[src/rtl/bcd_counter_pkg.sv]
// bcd_counter_pkg: shared BCD digit type, limits and helpers for bcd_counter_n.
package bcd_counter_pkg;
  typedef logic [3:0] bcd_digit_t;
  localparam bcd_digit_t BCD_MAX = 4'd9;
  localparam bcd_digit_t BCD_MIN = 4'd0;
  function automatic bcd_digit_t bcd_sat(bcd_digit_t d);
    return (d > BCD_MAX) ? BCD_MAX : d;
  endfunction
  function automatic logic [63:0] pow10(int n);
    logic [63:0] r;
    r = 64'd1;
    for (int i = 0; i < n; i++) r = r * 64'd10;
    return r;
  endfunction
endpackage

[src/rtl/bcd_digit.sv]
// bcd_digit: one decimal digit with clear, saturating load and up/down step.
module bcd_digit
  import bcd_counter_pkg::*;
(
  input  logic       clk,
  input  logic       reset,
  input  logic       clear,
  input  logic       load,
  input  bcd_digit_t load_digit,
  input  logic       en,
  input  logic       dir,
  output bcd_digit_t q,
  output logic       at_max,
  output logic       at_min
);
  assign at_max = q == BCD_MAX;
  assign at_min = q == BCD_MIN;
  always_ff @(posedge clk)
    if (reset || clear) q <= BCD_MIN;
    else if (load) q <= bcd_sat(load_digit);
    else if (en) q <= dir ? (at_min ? BCD_MAX : q - 4'd1) : (at_max ? BCD_MIN : q + 4'd1);
endmodule

[src/rtl/bcd_counter_n.sv]
// bcd_counter_n: N-digit up/down BCD counter with load, wrap flags and binary mirror.
// Define BCD_COUNTER_SATURATE_EN to hold the count at its limits instead of wrapping.
module bcd_counter_n
  import bcd_counter_pkg::*;
#(
  parameter int NUM_DIGITS = 4,
  parameter int BIN_WIDTH  = 14
) (
  input  logic                    clk,
  input  logic                    reset,
  input  logic                    step,
  input  logic                    dir,
  input  logic                    clear,
  input  logic                    load,
  input  logic [4*NUM_DIGITS-1:0] load_value,
  output logic [4*NUM_DIGITS-1:0] bcd_out,
  output logic [BIN_WIDTH-1:0]    bin_out,
  output logic                    wrap,
  output logic                    wrap_sticky
);
  if ((64'd1 << BIN_WIDTH) < pow10(NUM_DIGITS)) begin : g_width_check
    $error("BIN_WIDTH too small for NUM_DIGITS");
  end
  logic                  step_q, step_evt, wrap_evt, hold;
  logic [NUM_DIGITS-1:0] at_max, at_min, en;
  logic [NUM_DIGITS:0]   cy, bw;
  logic [BIN_WIDTH-1:0]  bin_next;
  // step_q follows step even in reset so a step held across reset is not counted
  always_ff @(posedge clk) step_q <= step;
  assign step_evt = step & ~step_q;
  assign cy[0] = 1'b1;
  assign bw[0] = 1'b1;
  assign wrap_evt = step_evt & (dir ? bw[NUM_DIGITS] : cy[NUM_DIGITS]);
`ifdef BCD_COUNTER_SATURATE_EN
  assign hold = wrap_evt;
`else
  assign hold = 1'b0;
`endif
  for (genvar d = 0; d < NUM_DIGITS; d++) begin : g_dig
    assign cy[d+1] = cy[d] & at_max[d];
    assign bw[d+1] = bw[d] & at_min[d];
    assign en[d]   = step_evt & ~hold & (dir ? bw[d] : cy[d]);
    bcd_digit u_digit (
      .clk       (clk),
      .reset     (reset),
      .clear     (clear),
      .load      (load),
      .load_digit(load_value[4*d +: 4]),
      .en        (en[d]),
      .dir       (dir),
      .q         (bcd_out[4*d +: 4]),
      .at_max    (at_max[d]),
      .at_min    (at_min[d])
    );
  end
  always_comb begin
    bin_next = '0;
    for (int i = 0; i < NUM_DIGITS; i++)
      bin_next = bin_next + BIN_WIDTH'(64'(bcd_out[4*i +: 4]) * pow10(i));
  end
  always_ff @(posedge clk) begin
    bin_out     <= reset ? '0 : bin_next;
    wrap        <= !(reset || clear || load) && wrap_evt;
    wrap_sticky <= (reset || clear) ? 1'b0 : (wrap_sticky || (!load && wrap_evt));
  end
endmodule

[config.mk]
export PLATFORM = sky130hd
export DESIGN_NAME = bcd_counter_n
export DESIGN_NICKNAME = d
export VERILOG_FILES = /design/src/rtl/bcd_counter_pkg.sv /design/src/rtl/bcd_digit.sv /design/src/rtl/bcd_counter_n.sv
export SDC_FILE = /design/constraint.sdc
export NUM_CORES = 1
export LEC_CHECK = 0
export ABC_AREA = 1
export CAP_MARGIN = 15
export CELL_PAD_IN_SITES_DETAIL_PLACEMENT = 2
export CELL_PAD_IN_SITES_GLOBAL_PLACEMENT = 2
export CORE_ASPECT_RATIO = 1.1
export CORE_MARGIN = 10
export CORE_UTILIZATION = 25
export DETAILED_ROUTE_END_ITERATION = 10
export GPL_ROUTABILITY_DRIVEN = 0
export PLACE_DENSITY = 0.71
export SLEW_MARGIN = 20
export SYNTH_ARGS = -nofsm -noshare
export SYNTH_HDL_FRONTEND = slang
export SYNTH_SLANG_ARGS = --single-unit
[constraint.sdc]
create_clock -name clk -period 11 [get_ports clk]
set_input_delay 1.1 -clock clk [delete_from_list [all_inputs] [get_ports clk]]
set_output_delay 1.1 -clock clk [all_outputs]
set_load 0.005 [all_outputs]
---- Word level (Yosys, flattened, before mapping) ----
Cells that the tools add are included.
operators by class
  $add $sub $neg .......................... 11
  $mul .................................... 3
  order comparisons ....................... 4
  equal/unequal tests ..................... 4
  muxes and demuxes ....................... 28
  bitwise logic cells ..................... 12
  reductions and logical operators ........ 15
operator list
  cell                                                                  number
  4-bit 2-to-1 mux                                                      24
  4-bit by 1-bit adder with 4-bit output (second input constant)        4
  4-bit equality test (second input constant)                           4
  4-bit > comparator (second input constant)                            4
  4-bit zero test                                                       4
  4-bit by 1-bit subtractor with 4-bit output (second input constant)   4
  12-bit by 14-bit adder with 14-bit output                             1
  9-bit by 11-bit adder with 12-bit output                              1
  1-bit bitwise AND                                                     11
  4-bit by 7-bit multiplier with 11-bit output (second input constant)  1
  4-bit by 8-bit adder with 9-bit output                                1
  4-bit by 5-bit multiplier with 9-bit output (second input constant)   1
  2-bit nonzero test                                                    4
  4-bit by 3-bit multiplier with 7-bit output (second input constant)   1
  1-bit 2-to-1 mux                                                      4
  1-bit logical OR                                                      3
  1-bit logical AND                                                     2
  1-bit zero test                                                       2
  1-bit inverter                                                        1
storage, ports and cells
  register bits ........................... 33
  bits of input ports ..................... 22
  output and inout port bits .............. 32

---- Logic depth before layout (Yosys ltp) ----
  depth in word-level cells ............... 8
  depth in mapped cells ................... 20
  gate-level depth less buffers ........... 20

---- Cells and area by module ----
A second synthesis with hierarchy kept.
second synthesis, totals
  cells, all modules ...................... 523
  area, all modules ....................... 3,627.2 sq um
modules (own cells, without submodules)
  module         instances  cells an instance  area each (sq um)  sequential area each (sq um)
  bcd_counter_n  1          279                2,220.9            340.3
  bcd_digit      4          61                 351.6              80.1

---- Worst setup path before layout ----
OpenSTA, ideal clock, no wires.
  path type ............................... register to register
  from .................................... register g_dig[3].u_digit.q[1]
  to ...................................... register bin_out[13]
  arrival ................................. 3.924 ns
  required time ........................... 10.887 ns
  path slack .............................. 6.964 ns
  cell stages (with the launch flop) ...... 19
  buffers on the path ..................... 0
  clock period less this slack ............ 4.036 ns
  cell sequence ........................... dfxtp_1 > inv_1 > ha_1 > fa_1 > inv_1 > fa_1 > o21ai_0 > xor2_1 > ha_1 > ha_1 > ha_1 > inv_1 > o21bai_1 > a21boi_0 > nand2_1 > nor2_1 > nand2_1 > nand2_1 > nor2_1
between the ends
  longest elaborated chain between the ends .. 2
ends and longest elaborated chain
  element                                       RTL line             RTL
  start: declaration                            bcd_digit.sv:12      output bcd_digit_t q,
  start signal: assignment                      bcd_digit.sv:20      else if (load) q <= bcd_sat(load_digit);
  start signal: assignment                      bcd_digit.sv:21      else if (en) q <= dir ? (at_min ? BCD_MAX : q - 4'd1) : (at_max ? BCD_MIN : q + 4'd1);
  4-bit by 7-bit multiplier with 11-bit output  bcd_counter_n.sv:59  bin_next = bin_next + BIN_WIDTH'(64'(bcd_out[4*i +: 4]) * pow10(i));
  12-bit by 14-bit adder with 14-bit output     bcd_counter_n.sv:59
  end signal: assignment                        bcd_counter_n.sv:62  bin_out <= reset ? '0 : bin_next;
  end: declaration                              bcd_counter_n.sv:17  output logic [BIN_WIDTH-1:0] bin_out,
Every way passes these cells.
A chain may end at the register's enable or synchronous reset.

---- Worst setup path after layout ----
Ends and elaborated chain as after synthesis.

==> metrics.md <==
| Metric | Value |
|---|---|
| Crit share post-route | 41.3% |
| Rows | 46 |
| Area leader, netlist | ha_1 |
| Relative slew slack | 43.6% |
| Remaining antenna violation count after routing | 0 |
| Synthesis Warnings | 0 |
| Drt total wl | 11,800 um |
| Post-synth cell types | 34 |
| Antenna cell count | 0 |
| Logic pwr share | 33.5% |
| Number of cells on the worst reg-to-reg path | 18 |
| Most frequent cell after synthesis | nand2_1 |
| Routed len/inst | 15.4 um |
| Slew @ Worst Pin | 0.843 ns |
| Worst Setup Start Kind | flip-flop |
| CP Capture Type | flip-flop |
| Register bit total from synthesis | 33 |
| Final hold violation count | 0 |
| VDD IR-drop max | 44.2 uV |
| Global-route wire length before repair | 20,100 um |
| FF/Latch Area | 661 um^2 |
| Syn_area_per_cell | 7.01 um^2 |
| Critical Path AT | 4.74 ns |
| Crit-path max FO | 10 |
| Grt ovf | 0 |
| Worst Hold Path Cells | 2 |
| Die Y | 147 um |
| Final net count | 677 |
| Max Buffers Root-to-Sink | 2 |
| Post-synth top flop | dfxtp_1 |
| Setup Crit Path Kind | reg -> reg |
| Avg Vias per Cell | 4.65 |
| DRT iter0 DRCs | 58 |
| Final min period | 4.55 ns |
| Endpoints failing setup | 0 |
| Hold Crit Endpoint | wrap_sticky |
| Post-CTS Hold Fix Bufs | 0 |
| Die width | 136 um |
| Leak Pwr | 0.00234 uW |
| Via count of the routed design | 3,579 |
| Mapped Nets | 626 |
| # DRC | 0 |
| Post-route setup TNS | 0 ns |
| Cells after DPL | 762 |
| Total power | 471 uW |
| Setup bufs post-CTS | 0 |
| FILL cells | 1,695 |
| Non-Filler Instances | 770 |
| Clk_skew | 0.00924 ns |
| Syn Inst Count | 526 |
| Number of global-route vias before repair | 4,079 |
| GRT Total Usage | 12.4% |
| Status | completed |
| Commonest cells post-synth | nand2_1, inv_1, ha_1, nor2_1, nand3_1 |
| Reg-to-reg critical path startpoint | g_dig[3].u_digit.q[1] |
| CTS tree | yes |
| Share of total power in sequential cells | 29.7% |
| Initial antenna violation count | 0 |
| Synth top area cells | ha_1, dfxtp_1, nand2_1 |
| Worst Hold Class | reg -> reg |
| Proportion of layout cells with a drive suffix above 1 | 6.06% |
| Count of buffers from port buffering | 53 |
| DR pass1 iterations | 4 |
| Reg2Reg Capture Point | bin_out[13] |
| Die area | 20,000 um^2 |
| HPWL after DPL | 9800 um |
| P&R area growth vs syn | 24.4% |
| Area of the multi-input gates | 2690 um^2 |
| Initial Util | 25.5% |
| Number of synthesized flops with an enable pin | 0 |
| Max-cap violations | 0 |
| Reg-to-reg setup timing slack | 6.45 ns |
| Clock power frac | 36.7% |
| Largest net degree at the start of global routing | 22 |
| F_max | 220 MHz |
| Min-Delay Startpoint | wrap_sticky |
| H-Tree Depth | 2 |
| Post-cts sizing count | 0 |
| TritonCTS Buffers | 5 |
| RSZ-0062 raised after global routing | false |
| Max-slew violations | 0 |
| Worst skew pair latency | 0.30 ns |
| Clock Sinks | 33 |
| Worst EP required | 11.19 ns |
| Internal | 311 uW |
| Pwr/cell area | 103 nW/um^2 |
| Worst-path clk slew | 0.06 ns |
| Sequential-to-total area share from yosys stat | 17.9% |
| Switching share of power | 34.0% |
| Clock Tree Root | clkbuf_16 |
| Core ar. | 14,400 um^2 |
| Ys async rst share | 0% |
| Switching power | 160 uW |
| Top Ports | 54 |
| Syn Std Cell Area | 3690 um^2 |
| Share of the synthesized area in the top cell type | 20.7% |
-- flip-flops by register name, summed over array words and instances, names as in the netlist --
register / count
step_q: 1
g_dig.u_digit.q: 16
wrap: 1
wrap_sticky: 1
bin_out: 14
-- kinds of logic (layout without fill, tap and decap cells) --
family	after synthesis	in the layout	share of synthesized area [%]
AOI/OAI and AO/OA	82	82	12.6
xor gates and xnor gates	15	15	3.56
adders and majority gates	78	78	29.9
buffers and inverters	88	140	9.29
DFF	33	33	17.9
and+or+nand+nor	230	230	26.7
-- layer usage --
metal,part of all wire [%],global-route usage (%)
met5,0,0
met4,1.1,3.23
met3,3.0,2.85
met2,54,23.5
met1,42,13.4
-- how the worst max path moves through the flow --
| stage | start | to | slack (ns) | cells past startpoint |
|---|---|---|---|---|
| 3_5_place_dp | g_dig[3].u_digit.q[2] | bin_out[13] | 6.43 | 18 |
| 5_1_grt | g_dig[3].u_digit.q[1] | bin_out[13] | 6.11 | 18 |
| 6_report | g_dig[3].u_digit.q[1] | bin_out[13] | 6.45 | 18 |
| 3_3_place_gp | g_dig[3].u_digit.q[2] | bin_out[13] | 6.69 | 18 |
| 4_1_cts | g_dig[3].u_digit.q[2] | bin_out[13] | 6.39 | 18 |
| 2_1_floorplan | g_dig[3].u_digit.q[1] | bin_out[13] | 6.96 | 18 |
-- worst max-delay path, cell delays in order, from the launching register on --
cell and delay [ns]:
dfxtp_1 0.55, inv_1 0.22, ha_1 0.36, fa_1 0.54, inv_1 0.07, fa_1 0.46
o21ai_0 0.30, xor2_1 0.20, ha_1 0.27, ha_1 0.30, ha_1 0.35, inv_1 0.12
o21bai_1 0.09, a21boi_0 0.21, nand2_1 0.09, nor2_1 0.13, nand2_1 0.07, nand2_1 0.05
nor2_1 0.04
-- layout make-up --
| class | count | area share (%) |
|---|---|---|
| Inverter | 78 | 6.38 |
| Clock inverter | 1 | 0.654 |
| Timing Repair Buffer | 54 | 11.7 |
| Multi-Input combinational cell | 405 | 58.5 |
| Sequential cell | 33 | 14.4 |
| Clock buffer | 7 | 3.11 |
| Tap cell | 192 | 5.23 |
-- cells in the final DEF, fill, tap and decap left out, types with 3 or more instances in the layout --
cell type        count
nand2_1            114
inv_1               73
nor2_1              61
ha_1                61
clkdlybuf4s50_1     53
nand3_1             34
dfxtp_1             33
o21ai_0             30
a21oi_1             27
fa_1                17
xor2_1              13
nand2_2              7
nor2_2               5
clkbuf_16            5
a31oi_1              4
o21ai_1              4
inv_2                4
o21bai_1             3
o211ai_1             3
nand3_2              3
-- power by group through the flow --
stage / registers [uW] / logic, uW / clock network (uW)
2_1_floorplan: 141 / 98.2 / 0
3_3_place_gp: 143 / 156 / 0
3_5_place_dp: 143 / 160 / 0
4_1_cts: 141 / 163 / 179
5_1_grt: 142 / 184 / 186
6_report: 140 / 158 / 173
-- stage by stage --
stage | hold slack, ns | worst slack [ns] | utilization (%) | cell area [um^2]
floorplan | 0.447 | 6.96 | - | 3690
global placement | 0.443 | 6.69 | 30.6 | 4420
CTS | 0.485 | 6.39 | 31.8 | 4590
detailed placement | 0.468 | 6.43 | 30.6 | 4420
finish | 0.475 | 6.45 | 31.8 | 4590
global route | 0.525 | 6.11 | 31.8 | 4590
No activity file was read; power rests on OpenSTA's default activity.
